### src/rtl/regfile_pkg.sv
// regfile_pkg: register-file widths and shared types for the write-back path.
package regfile_pkg;
    localparam int XLEN       = 32;
    localparam int REG_ADDR_W = 5;
    localparam int NUM_REGS   = 32;
    typedef logic [REG_ADDR_W-1:0] reg_addr_t;
    typedef logic [XLEN-1:0]       xlen_t;
endpackage

### src/rtl/rr_arbiter.sv
// rr_arbiter: round-robin one-hot arbiter; the pointer remembers the last winner.
module rr_arbiter #(
    parameter int N = 3
) (
    input  logic         i_clk,
    input  logic         i_reset,
    input  logic [N-1:0] i_req,
    input  logic         i_advance,
    output logic [N-1:0] o_grant
);
    localparam int PW = (N > 1) ? $clog2(N) : 1;
    logic [PW-1:0] r_ptr;
    logic [PW-1:0] w_win;
    // Walk from farthest to nearest so the slot right after the pointer wins last.
    always_comb begin
        o_grant = '0;
        w_win   = r_ptr;
        for (int i = N; i >= 1; i--) begin
            int k;
            k = (int'(r_ptr) + i) % N;
            if (i_req[k[PW-1:0]]) begin
                o_grant              = '0;
                o_grant[k[PW-1:0]]   = 1'b1;
                w_win                = k[PW-1:0];
            end
        end
    end
    always_ff @(posedge i_clk) begin
        if (i_reset)
            r_ptr <= PW'(N - 1);
        else if (i_advance && |i_req)
            r_ptr <= w_win;
    end
endmodule

### src/rtl/regfile_wb_sched.sv
// regfile_wb_sched: shares the regfile write port among requesters and tracks
// in-flight destinations for RAW/WAW hazard reporting.
module regfile_wb_sched
    import regfile_pkg::*;
#(
    parameter int N_REQ = 3
) (
    input  logic                        i_clk,
    input  logic                        i_reset,
    input  logic [N_REQ-1:0]            i_req_valid,
    output logic [N_REQ-1:0]            o_req_ready,
    input  logic [N_REQ*REG_ADDR_W-1:0] i_req_addr,
    input  logic [N_REQ*XLEN-1:0]       i_req_data,
    output logic [REG_ADDR_W-1:0]       o_rd_addr,
    output logic [XLEN-1:0]             o_rd_data,
    output logic                        o_rd_wren,
    input  logic                        i_issue_valid,
    input  logic [REG_ADDR_W-1:0]       i_issue_rd,
    output logic                        o_issue_stall,
    input  logic [REG_ADDR_W-1:0]       i_rs1_addr,
    input  logic [REG_ADDR_W-1:0]       i_rs2_addr,
    output logic                        o_rs1_busy,
    output logic                        o_rs2_busy,
    output logic [NUM_REGS-1:0]         o_busy_map
);
    logic [N_REQ-1:0]    w_grant;
    logic                w_hs;
    reg_addr_t           w_addr;
    xlen_t               w_data;
    reg_addr_t           r_addr;
    xlen_t               r_data;
    logic                r_wren;
    logic [NUM_REGS-1:0] r_busy;
    logic [NUM_REGS-1:0] w_busy_nxt;
    logic                w_set;

    rr_arbiter #(.N(N_REQ)) u_arb (
        .i_clk     (i_clk),
        .i_reset   (i_reset),
        .i_req     (i_req_valid),
        .i_advance (w_hs),
        .o_grant   (w_grant)
    );

    assign w_hs        = |w_grant;
    assign o_req_ready = w_grant;

    always_comb begin
        w_addr = '0;
        w_data = '0;
        for (int k = 0; k < N_REQ; k++)
            if (w_grant[k]) begin
                w_addr = i_req_addr[k*REG_ADDR_W +: REG_ADDR_W];
                w_data = i_req_data[k*XLEN +: XLEN];
            end
    end

    assign o_issue_stall = i_issue_valid && (i_issue_rd != '0) && r_busy[i_issue_rd];
    assign w_set         = i_issue_valid && !o_issue_stall && (i_issue_rd != '0);

    // Set is applied after clear so a same-cycle collision leaves the bit busy.
    always_comb begin
        w_busy_nxt = r_busy;
        if (r_wren) w_busy_nxt[r_addr] = 1'b0;
        if (w_set) w_busy_nxt[i_issue_rd] = 1'b1;
    end

    always_ff @(posedge i_clk) begin
        if (i_reset) begin
            r_wren <= 1'b0;
            r_addr <= '0;
            r_data <= '0;
            r_busy <= '0;
        end else begin
            r_wren <= w_hs && (w_addr != '0);
            r_busy <= w_busy_nxt;
            if (w_hs) begin
                r_addr <= w_addr;
                r_data <= w_data;
            end
        end
    end

    assign o_rd_wren  = r_wren;
    assign o_rd_addr  = r_addr;
    assign o_rd_data  = r_data;
    assign o_busy_map = r_busy;
    assign o_rs1_busy = r_busy[i_rs1_addr] && (i_rs1_addr != '0);
    assign o_rs2_busy = r_busy[i_rs2_addr] && (i_rs2_addr != '0);
endmodule
### config.mk
export PLATFORM = sky130hd
export DESIGN_NAME = regfile_wb_sched
export DESIGN_NICKNAME = d
export VERILOG_FILES = /design/src/rtl/regfile_pkg.sv /design/src/rtl/rr_arbiter.sv /design/src/rtl/regfile_wb_sched.sv
export SDC_FILE = /design/constraint.sdc
export NUM_CORES = 1
export LEC_CHECK = 0
export BUFFER_PORTS_ARGS = -buffer_cell sky130_fd_sc_hd__buf_2
export CAP_MARGIN = 30
export CORE_MARGIN = 2
export CORE_UTILIZATION = 45
export CTS_BUF_LIST = sky130_fd_sc_hd__clkbuf_8
export CTS_CLUSTER_DIAMETER = 80
export DETAILED_ROUTE_END_ITERATION = 7
export GPL_TIMING_DRIVEN = 0
export PLACE_DENSITY_LB_ADDON = 0.1
export SETUP_SLACK_MARGIN = 0.2
export SYNTH_ARGS = -nofsm -noshare
export SYNTH_HDL_FRONTEND = slang
export SYNTH_HIERARCHICAL = 1
export SYNTH_SLANG_ARGS = --single-unit
### constraint.sdc
create_clock -name i_clk -period 3 [get_ports i_clk]
set_clock_uncertainty 0.2 [all_clocks]
set_input_delay 0.45 -clock i_clk [delete_from_list [all_inputs] [get_ports i_clk]]
set_output_delay 0.45 -clock i_clk [all_outputs]
set_load 0.05 [all_outputs]
* After elaboration in Yosys (flattened, before gate mapping)
Index checks and enable logic that the tools add are counted.
Storage, ports and cells: output and inout port bits 76, register bits 72, input port bits 132, word-level logic and storage cells 84
Cells by class: bitwise operators 3, multiplexer cells 36, magnitude comparators 12, reduce and logical (&&, ||, !) cells 22, add/subtract/negate cells 3, divide/modulo/power cells 3
Operators with widths (number):
- two-way mux 32 bit | 5
- modulo 32 x 3 -> 32 bit (second input constant) | 3
- AND 32 bit | 1
- NOT 32 bit | 1
- OR 32 bit | 1
- less-than comparator 5 x 6 -> 1 bit (second input constant) | 4
- nonzero test 5 bit | 4
- binary-select mux 1 bit (select 5 bit) | 3
- two-way mux 5 bit | 3
- logical AND 1 bit | 13
- two-way mux 1 bit | 11
- demux 1 bit (select 5 bit) | 2
- greater-or-equal comparator 5 x 1 -> 1 bit (second input constant) | 2
- less-than comparator 2 x 3 -> 1 bit (second input constant) | 3
- two-way mux 3 bit | 3
- adder 2 x 2 -> 3 bit (second input constant) | 2
- binary-select mux 1 bit (select 2 bit) | 3
- demux 1 bit (select 2 bit) | 3
- greater-or-equal comparator 2 x 1 -> 1 bit (second input constant) | 3
- two-way mux 2 bit | 3
- OR reduction 3 bit | 2
- adder 2 x 1 -> 3 bit (second input constant) | 1
- nonzero test 3 bit | 1
- AND reduction 2 bit | 1
- zero test 1 bit | 1

* Depth between registers and ports, before layout
Gate-level depths: netlist of the first run.
depth in word-level cells 14, depth in mapped cells 13, mapped depth without buffers 12

* Hierarchy
The synthesis of the first run kept the hierarchy.
By module, submodules not included:
- regfile_wb_sched | times used 1, cells an instance 490, area an instance 4381.7 µm²
- rr_arbiter | times used 1, cells an instance 49, area an instance 389.1 µm²

* Least setup slack after synthesis of the first run
No wires, ideal clock.
path kind reg-to-reg, start point reg u_arb.r_ptr[1], end point reg r_data[2], in the netlist o_rd_data[2], clock period less this slack 4.202 ns, setup slack -1.202 ns, arrival time 3.875 ns, cell stages (with the launch flop) 13, cell sequence dfxtp_1 -> inv_1 -> ha_1 -> mux2i_1 -> o22ai_1 -> a31oi_1 -> o31ai_1 -> clkbuf_1 -> clkbuf_1 -> clkbuf_1 -> a21oi_1 -> a221oi_1 -> nor2_1
RTL lines:
- start: declaration | line rr_arbiter.sv:12 | logic [PW-1:0] r_ptr;
- start signal: assignment | line rr_arbiter.sv:30 | r_ptr <= PW'(N - 1);
- start signal: assignment | line rr_arbiter.sv:32 | r_ptr <= w_win;
- adder 2 x 2 -> 3 bit | line rr_arbiter.sv:20 | k = (int'(r_ptr) + i) % N;
- modulo 32 x 3 -> 32 bit | line rr_arbiter.sv:20
- less-than comparator 2 x 3 -> 1 bit (implied by the code) or greater-or-equal comparator 2 x 1 -> 1 bit (tied branches) | line rr_arbiter.sv:23 | o_grant[k[PW-1:0]] = 1'b1;
- logical AND 1 bit (implied by the code) | line rr_arbiter.sv:23
- two-way mux 1 bit (implied by the code) | line rr_arbiter.sv:23
- demux 1 bit (select 2 bit)
- two-way mux 3 bit (2 in series) | line rr_arbiter.sv:21 | if (i_req[k[PW-1:0]]) begin
- two-way mux 3 bit * | line rr_arbiter.sv:21
- net o_req_ready[2] | line regfile_wb_sched.sv:11 | output logic [N_REQ-1:0] o_req_ready,
- OR reduction 3 bit or two-way mux 32 bit (tied branches) | line regfile_wb_sched.sv:45, regfile_wb_sched.sv:52
- end signal: assignment | line regfile_wb_sched.sv:79 | r_data <= w_data;
- end: declaration | line regfile_wb_sched.sv:31 | xlen_t r_data;
The timed path passes the listed nets; every way through them passes the cells marked *. The select of a mux whose other input is x is not followed. A chain may end at the register's enable or synchronous reset.

* Worst setup path after layout of the first run
start point reg u_arb.r_ptr[0], end point reg r_data[24], in the netlist o_rd_data[24]
Between the ends: longest elaborated chain between the ends 12
Ends and longest elaborated chain:
- adder 2 x 2 -> 3 bit | line rr_arbiter.sv:20
- modulo 32 x 3 -> 32 bit | line rr_arbiter.sv:20
- less-than comparator 2 x 3 -> 1 bit (implied by the code) or greater-or-equal comparator 2 x 1 -> 1 bit (tied branches) | line rr_arbiter.sv:23
- logical AND 1 bit (implied by the code) | line rr_arbiter.sv:23
- two-way mux 1 bit (implied by the code) | line rr_arbiter.sv:23
- demux 1 bit (select 2 bit)
- two-way mux 3 bit (2 in series) | line rr_arbiter.sv:21
- two-way mux 3 bit * | line rr_arbiter.sv:21
- two-way mux 32 bit (3 in series) | line regfile_wb_sched.sv:52 | if (w_grant[k]) begin
Mark *: on every way between the ends. The rest lies on a longest branch, timed or not. The select of a mux whose other input is x is not followed.

==> results.yml, run 1 <==
sta:
  report.final.slew_viol_count: 0
  setup_slack_ns: 0.1660
  rsz0062_at_grt: "yes"
  fmax_mhz: 352.9
  fin_hold_ws_ns: 0.1361
  worstMarginPinSlew_ns: 0.5320
  hold_viol: 0
  slew_headroom_pct: 64.54
  final.period_utilization_pct: 94.47
  period_needed_ns: 2.834
  setup_viol: 0
power_and_ir_drop:
  p_switching_uw: 3895
  ir_drop_mv: 0.8495
  total_power_uw: 7898
  p_int_uw: 4003
  p_leak_uw: 0.002883
  p_clk_share_pct: 10.1
  power.density_nw_per_um2: 1139
  sw_frac_of_total_pct: 49.32
  seq_power_share_pct: 17.7
  combPwrFrac_pct: 72.2
clock_network:
  cts_tree: "built"
  insertion_delay_ns: 0.36
  root_buffer: "clkbuf_8"
  clock_sinks: 72
  clockBufferDepth: 2
  cts.clk_slew.worst_paths_ns: 0.08
  h-tree-depth: 3
  cts_buffers: 9
worst_setup_path:
  crit_path_cell_trace: "inv_4 > ha_4 > mux2_4 > mux2_4 > nand2_4 > nand2_2 > o22a_4 > buf_8 > nor3b_4 > buf_6 > buf_12 > a22oi_1 > o21ai_1 > nor2b_1"
  critPathSlowestCell: "dfxtp_4"
  r2r_cells: 14
  critPathLaunchType: "register"
  crit_type: "reg2reg"
  path_delay_family: "multiplexers"
  cp_max_fo: 10
  cp_num_buf_inv: 4
  cp-end-kind: "register"
  arrival_ns: 2.87
  required_ns: 3.04
  cpMostUsedCell: "mux2_4"
  slowest_delay_ns: 0.39
  path_depth: 14
detailed_routing:
  via_per_inst: 5.855
  ant_nets: 0
  drtPass1Iterations: 5
  wl_per_cell_um: 18.69
  drc: 0
  drt_iter0_drc: 333
  wl_um: 17060
  dr_total_vias: 5346
placed_design:
  dp_cells: 877
  dp_slack_ns: -0.1529
  postPlaceCellArea_um2: 6128
  port_buffers: 202
  routabilityCongestion: 0.8711
  dp_hpwl_um: 12430
cells_and_area:
  diodes: 0
  fillers: 849
  mostFrequentLayoutCells: "buf_2, nor2b_1, dfxtp_1"
  final_common_cell: "buf_2"
  finalNetCount: 908
  drive_gt1_share_pct: 48.39
  syn2layout_area_growth_pct: 45.40
  stdcell_count: 913
  final_area_um2: 6937
logic_synthesis:
  synth_top_family_by_area: "compound AO/OA/AOI/OAI gates"
  ys_warn_count: 6
  synth_xor_area_share_pct: 0
  yosys-top-cells-area: "dfxtp_1, mux4_2, nor2b_1, o21ai_0, nor3b_1"
  synth_seq_cells: 72
  synth_top_area_share_pct: 30.21
  postSynthCellCount: 539
  ys_seq_area_share_pct: 30.21
  synth_compound_area_share_pct: 23.89
  ys.flop_type: "dfxtp_1"
  synth_nets: 675
  synthArstFlopShare_pct: 0
  synthAdderAreaFrac_pct: 1.049
  muxShareOfSynthArea_pct: 15.87
  synth-edff-count: 0
  yosys.cell_types.count: 47
  yosysTopAreaCell: "dfxtp_1"
  synth_area_per_cell_um2: 8.851
  synth-simple-area-share_pct: 23.76
  syn_area_um2: 4771
grt:
  grt_use_met3_pct: 5.653
  grt_busiest_layer: "met2"
  grt_usage_pct: 28.27
  grt_use_met2_pct: 48.45
  grt_start_max_net_pins: 14
  use_met1_pct: 34.99
  grt.overflow.total: 0
  grt_pass1_vias: 5173
  antenna_found_initial: 0
  grt_first_pass_wirelength_um: 25560
die:
  start_util_pct: 46.21
  ios: 208
  die_width_um: 107.0
  die_area_um2: 11440
  die_y_um: 107.0
  core_um2: 10320
  rows: 37
job:
  cap_violations: 0
min_path:
  hold_class: "in2reg"
  hold_depth: 3
status:
  status: "complete, no violations"
-- registers in the layout, indices dropped and copies added, names as in the netlist --
| signal | flops |
|---|---|
| o_rd_addr | 5 |
| o_busy_map | 32 |
| u_arb/r_ptr | 2 |
| o_rd_data | 32 |
| o_rd_wren | 1 |
-- layout make-up --
cell class / instances / area [um^2] / area share [%]
clock inverter: 6 / 66.31 / 0.9560
sequential: 72 / 1466 / 21.14
multi-input combinational: 410 / 3467 / 49.98
clock buffer: 10 / 137.6 / 1.984
timing repair buffer: 222 / 1220 / 17.59
inverter: 8 / 35.03 / 0.5051
buffer: 49 / 374.1 / 5.393
tap: 136 / 170.2 / 2.453
-- routing by layer --
layer	wire, um	vias to the layer above
li1	-	2497
met1	6785	2551
met3	1289	33
met5	0	-
met2	8616	265
met4	370	0
-- worst register-to-register path, cell delays in order, from the launching register on --
cell     delay [ns]
dfxtp_4        0.39
inv_4          0.05
ha_4           0.16
mux2_4         0.31
mux2_4         0.29
nand2_4        0.06
nand2_2        0.05
o22a_4         0.26
buf_8          0.14
nor3b_4        0.14
buf_6          0.14
buf_12         0.15
a22oi_1        0.16
o21ai_1        0.09
nor2b_1        0.14
-- synth_stat cells (2+ instances only) --
library cell  number
or4_1              3
a21oi_1           48
mux2i_1           10
clkbuf_1          43
nor2b_1           62
a22oi_1           32
and3b_1            3
nor3_1             2
dfxtp_1           72
o21ai_0           67
o31ai_1           17
mux2_2             2
o21ai_2            2
or3b_2             2
buf_2              2
nor3b_1           37
nand3_1            6
o22a_1             3
ha_1               4
or3_1              5
inv_1              8
nor2_1             5
buf_6              2
nand3b_1          21
a221oi_1           5
mux4_2            21
mux2_4             2
mux4_1             5
nand2_1           29
o22ai_1            2
-- path summary, 6_finish.rpt --
path                        from             to  slack, ns
setup / recovery  u_arb/r_ptr[0]  o_rd_data[24]       0.17
hold / removal    i_req_data[66]   o_rd_data[2]       0.14
setup reg to reg  u_arb/r_ptr[0]  o_rd_data[24]       0.17
hold reg to reg     o_rd_data[2]   o_rd_data[2]       0.31
-- power groups by stage --
stage	Combinational (uW)	Clock, uW	Sequential [uW]
floorplan	2690	0	2240
global placement	4470	0	1390
detailed placement	4550	0	1400
CTS	4930	807	1390
global route	6060	845	1430
finish	5700	797	1400
-- metrics by stage --
step | util, % | setup TNS (ns)
after floorplan | - | 0
after global placement | 59.36 | -2.261
after detailed placement | 59.36 | -3.808
after CTS | 63.63 | 0
after global routing | 67.19 | 0
final | 67.19 | 0
-- kinds of logic after synthesis --
| kind of cell | after synthesis |
|---|---|
| adder cells (fa/ha/maj) | 4 |
| flip-flops | 72 |
| buffers and inverters | 57 |
| AO/OA/AOI/OAI | 185 |
| multiplexers | 40 |
| AND/OR/NAND/NOR | 181 |
-- repair_timing --
action                                  CTS  global route
hold buffers                              0             0
buffers inserted                          7            12
pin swaps                                 4            11
resized for setup                        51           106
endpoints found under the setup margin   46            45
cloned                                    0             1
(Power assumes the default switching activity.)
==> run 2, diff against run 1 <==
--- a/config.mk
+++ b/config.mk
@@ -5,13 +5,15 @@
 export SDC_FILE = /design/constraint.sdc
 export NUM_CORES = 1
 export LEC_CHECK = 0
-export BUFFER_PORTS_ARGS = -buffer_cell sky130_fd_sc_hd__buf_2
 export CAP_MARGIN = 30
+export CELL_PAD_IN_SITES_DETAIL_PLACEMENT = 0
+export CELL_PAD_IN_SITES_GLOBAL_PLACEMENT = 1
 export CORE_MARGIN = 2
 export CORE_UTILIZATION = 45
 export CTS_BUF_LIST = sky130_fd_sc_hd__clkbuf_8
 export CTS_CLUSTER_DIAMETER = 80
 export DETAILED_ROUTE_END_ITERATION = 7
+export DONT_BUFFER_PORTS = 1
 export GPL_TIMING_DRIVEN = 0
 export PLACE_DENSITY_LB_ADDON = 0.1
 export SETUP_SLACK_MARGIN = 0.2
==> constraint.sdc (replaced) <==
create_clock -name i_clk -period 3.6 [get_ports i_clk]
set_clock_uncertainty 0.2 [all_clocks]
set_input_delay 0.54 -clock i_clk [delete_from_list [all_inputs] [get_ports i_clk]]
set_output_delay 0.54 -clock i_clk [all_outputs]
set_load 0.05 [all_outputs]
==> run 2 against run 1 <==
Compared with the run above: sequential cell count stayed put; register-to-register slack better by 0.15 ns; worst hold slack worse by 0.042 ns; wire length is 7.2% lower; setup slack better by 0.15 ns; clock power is 9.8% lower; sequential power is 38% higher; non-clock buffer count is 216 lower; final cell count is 24% lower; critical endpoint is now u_arb/r_ptr[1].
==> results.yml, run 2 (synthesis results as in run 1) <==
grt:
  grt_use_met3_pct: 8.997
  grt_pass1_vias: 4310
  grt_first_pass_wirelength_um: 24230
  grt_start_max_net_pins: 13
  grt.overflow.total: 0
  antenna_found_initial: 0
  grt_use_met2_pct: 47.13
  grt_busiest_layer: "met2"
  grt_usage_pct: 27.23
  use_met1_pct: 32.62
detailed_routing:
  drt_iter0_drc: 227
  ant_nets: 0
  drc: 0
  dr_total_vias: 4458
  drtPass1Iterations: 6
  wl_um: 15830
  wl_per_cell_um: 22.71
  via_per_inst: 6.396
worst_setup_path:
  cp_max_fo: 8
  startpoint: "u_arb/r_ptr[1]"
  required_ns: 3.61
  r2r_cells: 13
  cpMostUsedCell: "inv_2"
  r2r-end: "u_arb/r_ptr[1]"
  crit_type: "reg2reg"
  reg2reg_slack_ns: 0.31
  cp-end-kind: "register"
  crit_path_cell_trace: "inv_2 > ha_4 > mux2i_1 > o22ai_4 > a31oi_4 > o31ai_4 > clkbuf_8 > buf_4 > nor3_4 > inv_2 > o311ai_4 > nor4_2 > a21oi_1"
  critPathSlowestCell: "o31ai_4"
  critPathLaunchType: "register"
  endpoint: "u_arb/r_ptr[1]"
  reg2reg_from: "u_arb/r_ptr[1]"
  slowest_delay_ns: 0.76
  arrival_ns: 3.30
sta:
  rsz0062_at_grt: "no"
  slew_headroom_pct: 42.00
  final.period_utilization_pct: 91.29
  report.final.slew_viol_count: 0
  worstMarginPinSlew_ns: 0.8699
  fin_setup_tns_ns: 0
  period_needed_ns: 3.286
  hold_viol: 0
  fin_hold_ws_ns: 0.09370
  setup_viol: 0
  fmax_mhz: 304.3
cells_and_area:
  finalNetCount: 692
  final_common_cell: "dfxtp_1"
  mostFrequentLayoutCells: "dfxtp_1, o21ai_0, nor2b_1"
  diodes: 0
  fin_util_pct: 52.62
  drive_gt1_share_pct: 17.47
  syn2layout_area_growth_pct: 13.87
  fillers: 963
clock_network:
  clockBufferDepth: 2
  insertion_delay_ns: 0.35
  root_buffer: "clkbuf_8"
  h-tree-depth: 3
  cts.clk_slew.worst_paths_ns: 0.07
  clock_sinks: 72
  cts_buffers: 9
  cts_tree: "built"
status:
  status: "complete, no violations"
die:
  rows: 37
  start_util_pct: 46.21
  die_width_um: 107.0
  core_um2: 10320
  ios: 208
  die_y_um: 107.0
  die_area_um2: 11440
placed_design:
  port_buffers: 0
  dp_hpwl_um: 11840
  routabilityCongestion: 0.8801
power_and_ir_drop:
  p_leak_uw: 0.001797
  ir_drop_mv: 0.6209
  power.density_nw_per_um2: 1020
min_path:
  hold_depth: 1
  hold_class: "in2reg"
job:
  cap_violations: 0
run 2: cell types whose count changed in the layout (fill, tap and decap cells not counted), moves of 7 or more:
cell	change
dfxtp_1	+12
a22oi_1	+22
a22oi_2	-22
o21ai_0	+26
buf_6	-7
o21ai_1	-26
buf_2	-196
buf_4	-17
dfxtp_2	-11
run 2: layout make-up:
| cell class | instances | area, um^2 | share of cell area (%) |
|---|---|---|---|
| multi-input combinational | 410 | 3242 | 59.67 |
| sequential | 72 | 1449 | 26.67 |
| buffer | 49 | 275.3 | 5.067 |
| tap | 136 | 170.2 | 3.132 |
| clock buffer | 10 | 137.6 | 2.533 |
| clock inverter | 6 | 83.83 | 1.543 |
| timing repair buffer | 6 | 45.04 | 0.8291 |
| inverter | 8 | 30.03 | 0.5527 |
run 2: per-layer routing:
layer / vias up / routed length, um
li1: 2067 / -
met5: - / 0
met4: 0 / 170
met3: 15 / 1546
met1: 2161 / 6115
met2: 215 / 7994
run 2: worst min-delay path by stage:
stage | to | slack [ns] | startpoint
after CTS | u_arb/r_ptr[0] | 0.09 | i_reset
after floorplan | u_arb/r_ptr[0] | 0.29 | u_arb/r_ptr[0]
after global routing | u_arb/r_ptr[0] | 0.08 | i_reset
after global placement | u_arb/r_ptr[0] | 0.32 | u_arb/r_ptr[0]
final | u_arb/r_ptr[0] | 0.09 | i_reset
after detailed placement | u_arb/r_ptr[0] | 0.33 | u_arb/r_ptr[0]
run 2: report_power, final:
part / internal [uW] / total, uW / switching [uW]
clock network: 406 / 719 / 313
logic: 1230 / 2890 / 1660
registers: 1030 / 1930 / 905
run 2: repair_timing:
action / 4_1_cts / 5_1_grt
gates resized for setup: 27 / 49
pin swaps: 3 / 5
endpoints found under the hold margin: 0 / 0
endpoints found under the setup margin: 40 / 40
buffers inserted: 6 / 0
hold buffers: 0 / 0
run 2: critical path, delay by kind of cell (launching register included):
kind,cells,cell delay (ns)
compound gates,5,1.30
fa+ha+maj,1,0.19
buf+inv,4,0.57
flops,1,0.39
mux,1,0.15
simple gates,2,0.35
run 2: per-stage QoR:
stage / std cells / total power [uW] / setup WS (ns) / instance area [um^2]
after detailed placement: 675 / 4473 / -0.6742 / 4959
after global routing: 697 / 5895 / 0.1784 / 5433
final: 697 / 5541 / 0.3135 / 5433
after CTS: 697 / 5374 / 0.1665 / 5299
after global placement: 675 / 4422 / -0.5972 / 4959
after floorplan: 539 / 3858 / 0.1664 / 4788
==> run 3, diff against run 2 <==
--- a/config.mk
+++ b/config.mk
@@ -8,7 +8,6 @@
 export CAP_MARGIN = 30
 export CELL_PAD_IN_SITES_DETAIL_PLACEMENT = 0
 export CELL_PAD_IN_SITES_GLOBAL_PLACEMENT = 1
-export CORE_MARGIN = 2
 export CORE_UTILIZATION = 45
 export CTS_BUF_LIST = sky130_fd_sc_hd__clkbuf_8
 export CTS_CLUSTER_DIAMETER = 80
==> constraint.sdc (replaced) <==
create_clock -name i_clk -period 3.6 [get_ports i_clk]
set_clock_uncertainty 0.2 [all_clocks]
set_input_delay 0.36 -clock i_clk [delete_from_list [all_inputs] [get_ports i_clk]]
set_output_delay 0.36 -clock i_clk [all_outputs]
set_load 0.05 [all_outputs]
==> run 3 against run 2 <==
Compared with the run above: maximum frequency down 0.59%; combinational power about the same; global-route usage up 0.90 points; wire length down 0.55%; via count down 1.4%; sequential power about the same; clock power down 16%; design area down 1.3%; first-iteration DRC count up 28%; sequential cell count unchanged; utilization down 0.70 points; sequential share of layout area up 0.27 points.
==> results.yml, run 3 (synthesis results as in run 1) <==
clock_network:
  cts_buffers: 9
  clockBufferDepth: 2
  clock_sinks: 72
  insertion_delay_ns: 0.35
  cts.clk_slew.worst_paths_ns: 0.08
  h-tree-depth: 3
  root_buffer: "clkbuf_8"
  cts_tree: "built"
cells_and_area:
  diodes: 0
  drive_gt1_share_pct: 17.14
  fillers: 976
  final_common_cell: "dfxtp_1"
  fin_util_pct: 51.92
  syn2layout_area_growth_pct: 12.35
  finalNetCount: 692
  mostFrequentLayoutCells: "dfxtp_1, o21ai_0, nor2b_1"
  multi_input_area_um2: 3198
  stdcell_count: 696
  regArea_um2: 1444
sta:
  setup_viol: 0
  period_needed_ns: 3.306
  final.period_utilization_pct: 91.84
  slew_headroom_pct: 40.36
  fmax_mhz: 302.5
  rsz0062_at_grt: "yes"
  worstMarginPinSlew_ns: 0.8945
  hold_viol: 0
  report.final.slew_viol_count: 0
detailed_routing:
  drc: 0
  drtPass1Iterations: 4
  drt_iter0_drc: 290
  via_per_inst: 6.318
  ant_nets: 0
  dr_total_vias: 4397
  wl_um: 15740
  wl_per_cell_um: 22.61
die:
  die_y_um: 105.0
  ios: 208
  die_area_um2: 11020
  die_width_um: 105.0
  start_util_pct: 46.21
  core_um2: 10320
  rows: 37
power_and_ir_drop:
  p_switching_uw: 2862
  seq_power_share_pct: 35.7
  combPwrFrac_pct: 53.1
  ir_drop_mv: 0.6188
  p_clk_share_pct: 11.3
  power.density_nw_per_um2: 1005
  p_int_uw: 2524
  p_leak_uw: 0.001782
  sw_frac_of_total_pct: 53.14
grt:
  antenna_found_initial: 0
  grt_pass1_vias: 4328
  grt_usage_pct: 28.12
  grt.overflow.total: 0
  grt_start_max_net_pins: 13
  grt_first_pass_wirelength_um: 24160
worst_setup_path:
  cp-end-kind: "register"
  required_ns: 3.65
  arrival_ns: 3.36
  cp_max_fo: 9
  reg2reg_slack_ns: 0.29
  critPathLaunchType: "register"
  crit_type: "reg2reg"
status:
  status: "complete, no violations"
placed_design:
  port_buffers: 0
  routabilityCongestion: 0.8229
  dp_cells: 675
  dp_hpwl_um: 11680
job:
  cap_violations: 0
min_path:
  hold_class: "in2reg"
==> run 3: final cells by class <==
| class | instances | share of cell area, % |
|---|---|---|
| Buffer | 49 | 5.369 |
| Clock buffer | 11 | 2.824 |
| Clock inverter | 4 | 0.5369 |
| Inverter | 8 | 0.5602 |
| Multi-Input combinational cell | 410 | 59.66 |
| Sequential cell | 72 | 26.94 |
| Tap cell | 136 | 3.175 |
| Timing Repair Buffer | 6 | 0.9337 |
==> run 3: metal layers <==
layer / up-vias / wire, um / track usage, % / part of all wire, %
met1: 2110 / 6308 / 34.07 / 40
met4: 0 / 218 / 8.451 / 1.4
met2: 209 / 7867 / 48.25 / 50
met5: - / 0 / 0 / 0
met3: 19 / 1346 / 7.923 / 8.6
li1: 2059 / - / - / -
==> run 3: final timing paths <==
kind	depth (start not counted)	startpoint	endpoint
hold / removal	2	i_req_addr[13]	o_rd_addr[3]
setup / recovery	12	u_arb/r_ptr[0]	u_arb/r_ptr[0]
setup reg to reg	12	u_arb/r_ptr[0]	u_arb/r_ptr[0]
hold reg to reg	2	u_arb/r_ptr[1]	u_arb/r_ptr[1]
==> run 3: through the flow <==
stage	cell area (um^2)	TNS, ns	hold slack (ns)	power [uW]	setup slack, ns
after detailed placement	4959	-19.79	0.2709	4464	-0.6864
after CTS	5265	0	0.04731	5244	0.1811
after global routing	5360	0	0.07237	5745	0.1804
final	5360	0	0.03804	5386	0.2939
after global placement	4959	-15.89	0.2707	4421	-0.5720
after floorplan	4788	0	0.2643	3858	0.1664
==> run 3: critical path, cell delays in order, from the launching register on <==
cell,delay [ns]
dfxtp_2,0.35
inv_1,0.08
ha_2,0.26
nand2_1,0.08
o22ai_2,0.19
a31oi_2,0.16
o31ai_4,0.81
clkbuf_8,0.28
buf_4,0.17
nor3_4,0.08
inv_1,0.10
o311ai_4,0.12
o41ai_1,0.30
==> run 3: power by group through the flow <==
stage / combinational (uW) / sequential, uW / clock [uW]
after floorplan: 2000 / 1860 / 0
after global placement: 2490 / 1930 / 0
after detailed placement: 2530 / 1930 / 0
after CTS: 2720 / 1920 / 612
after global routing: 3150 / 1940 / 651
final: 2860 / 1920 / 607
==> run 3: timing repair <==
item,4_1_cts,5_1_grt
hold endpoints to repair,3,0
setup endpoints to repair,40,40
hold buffers,2,0
setup buffers,4,0
resized for setup,28,49
pin swaps,3,5
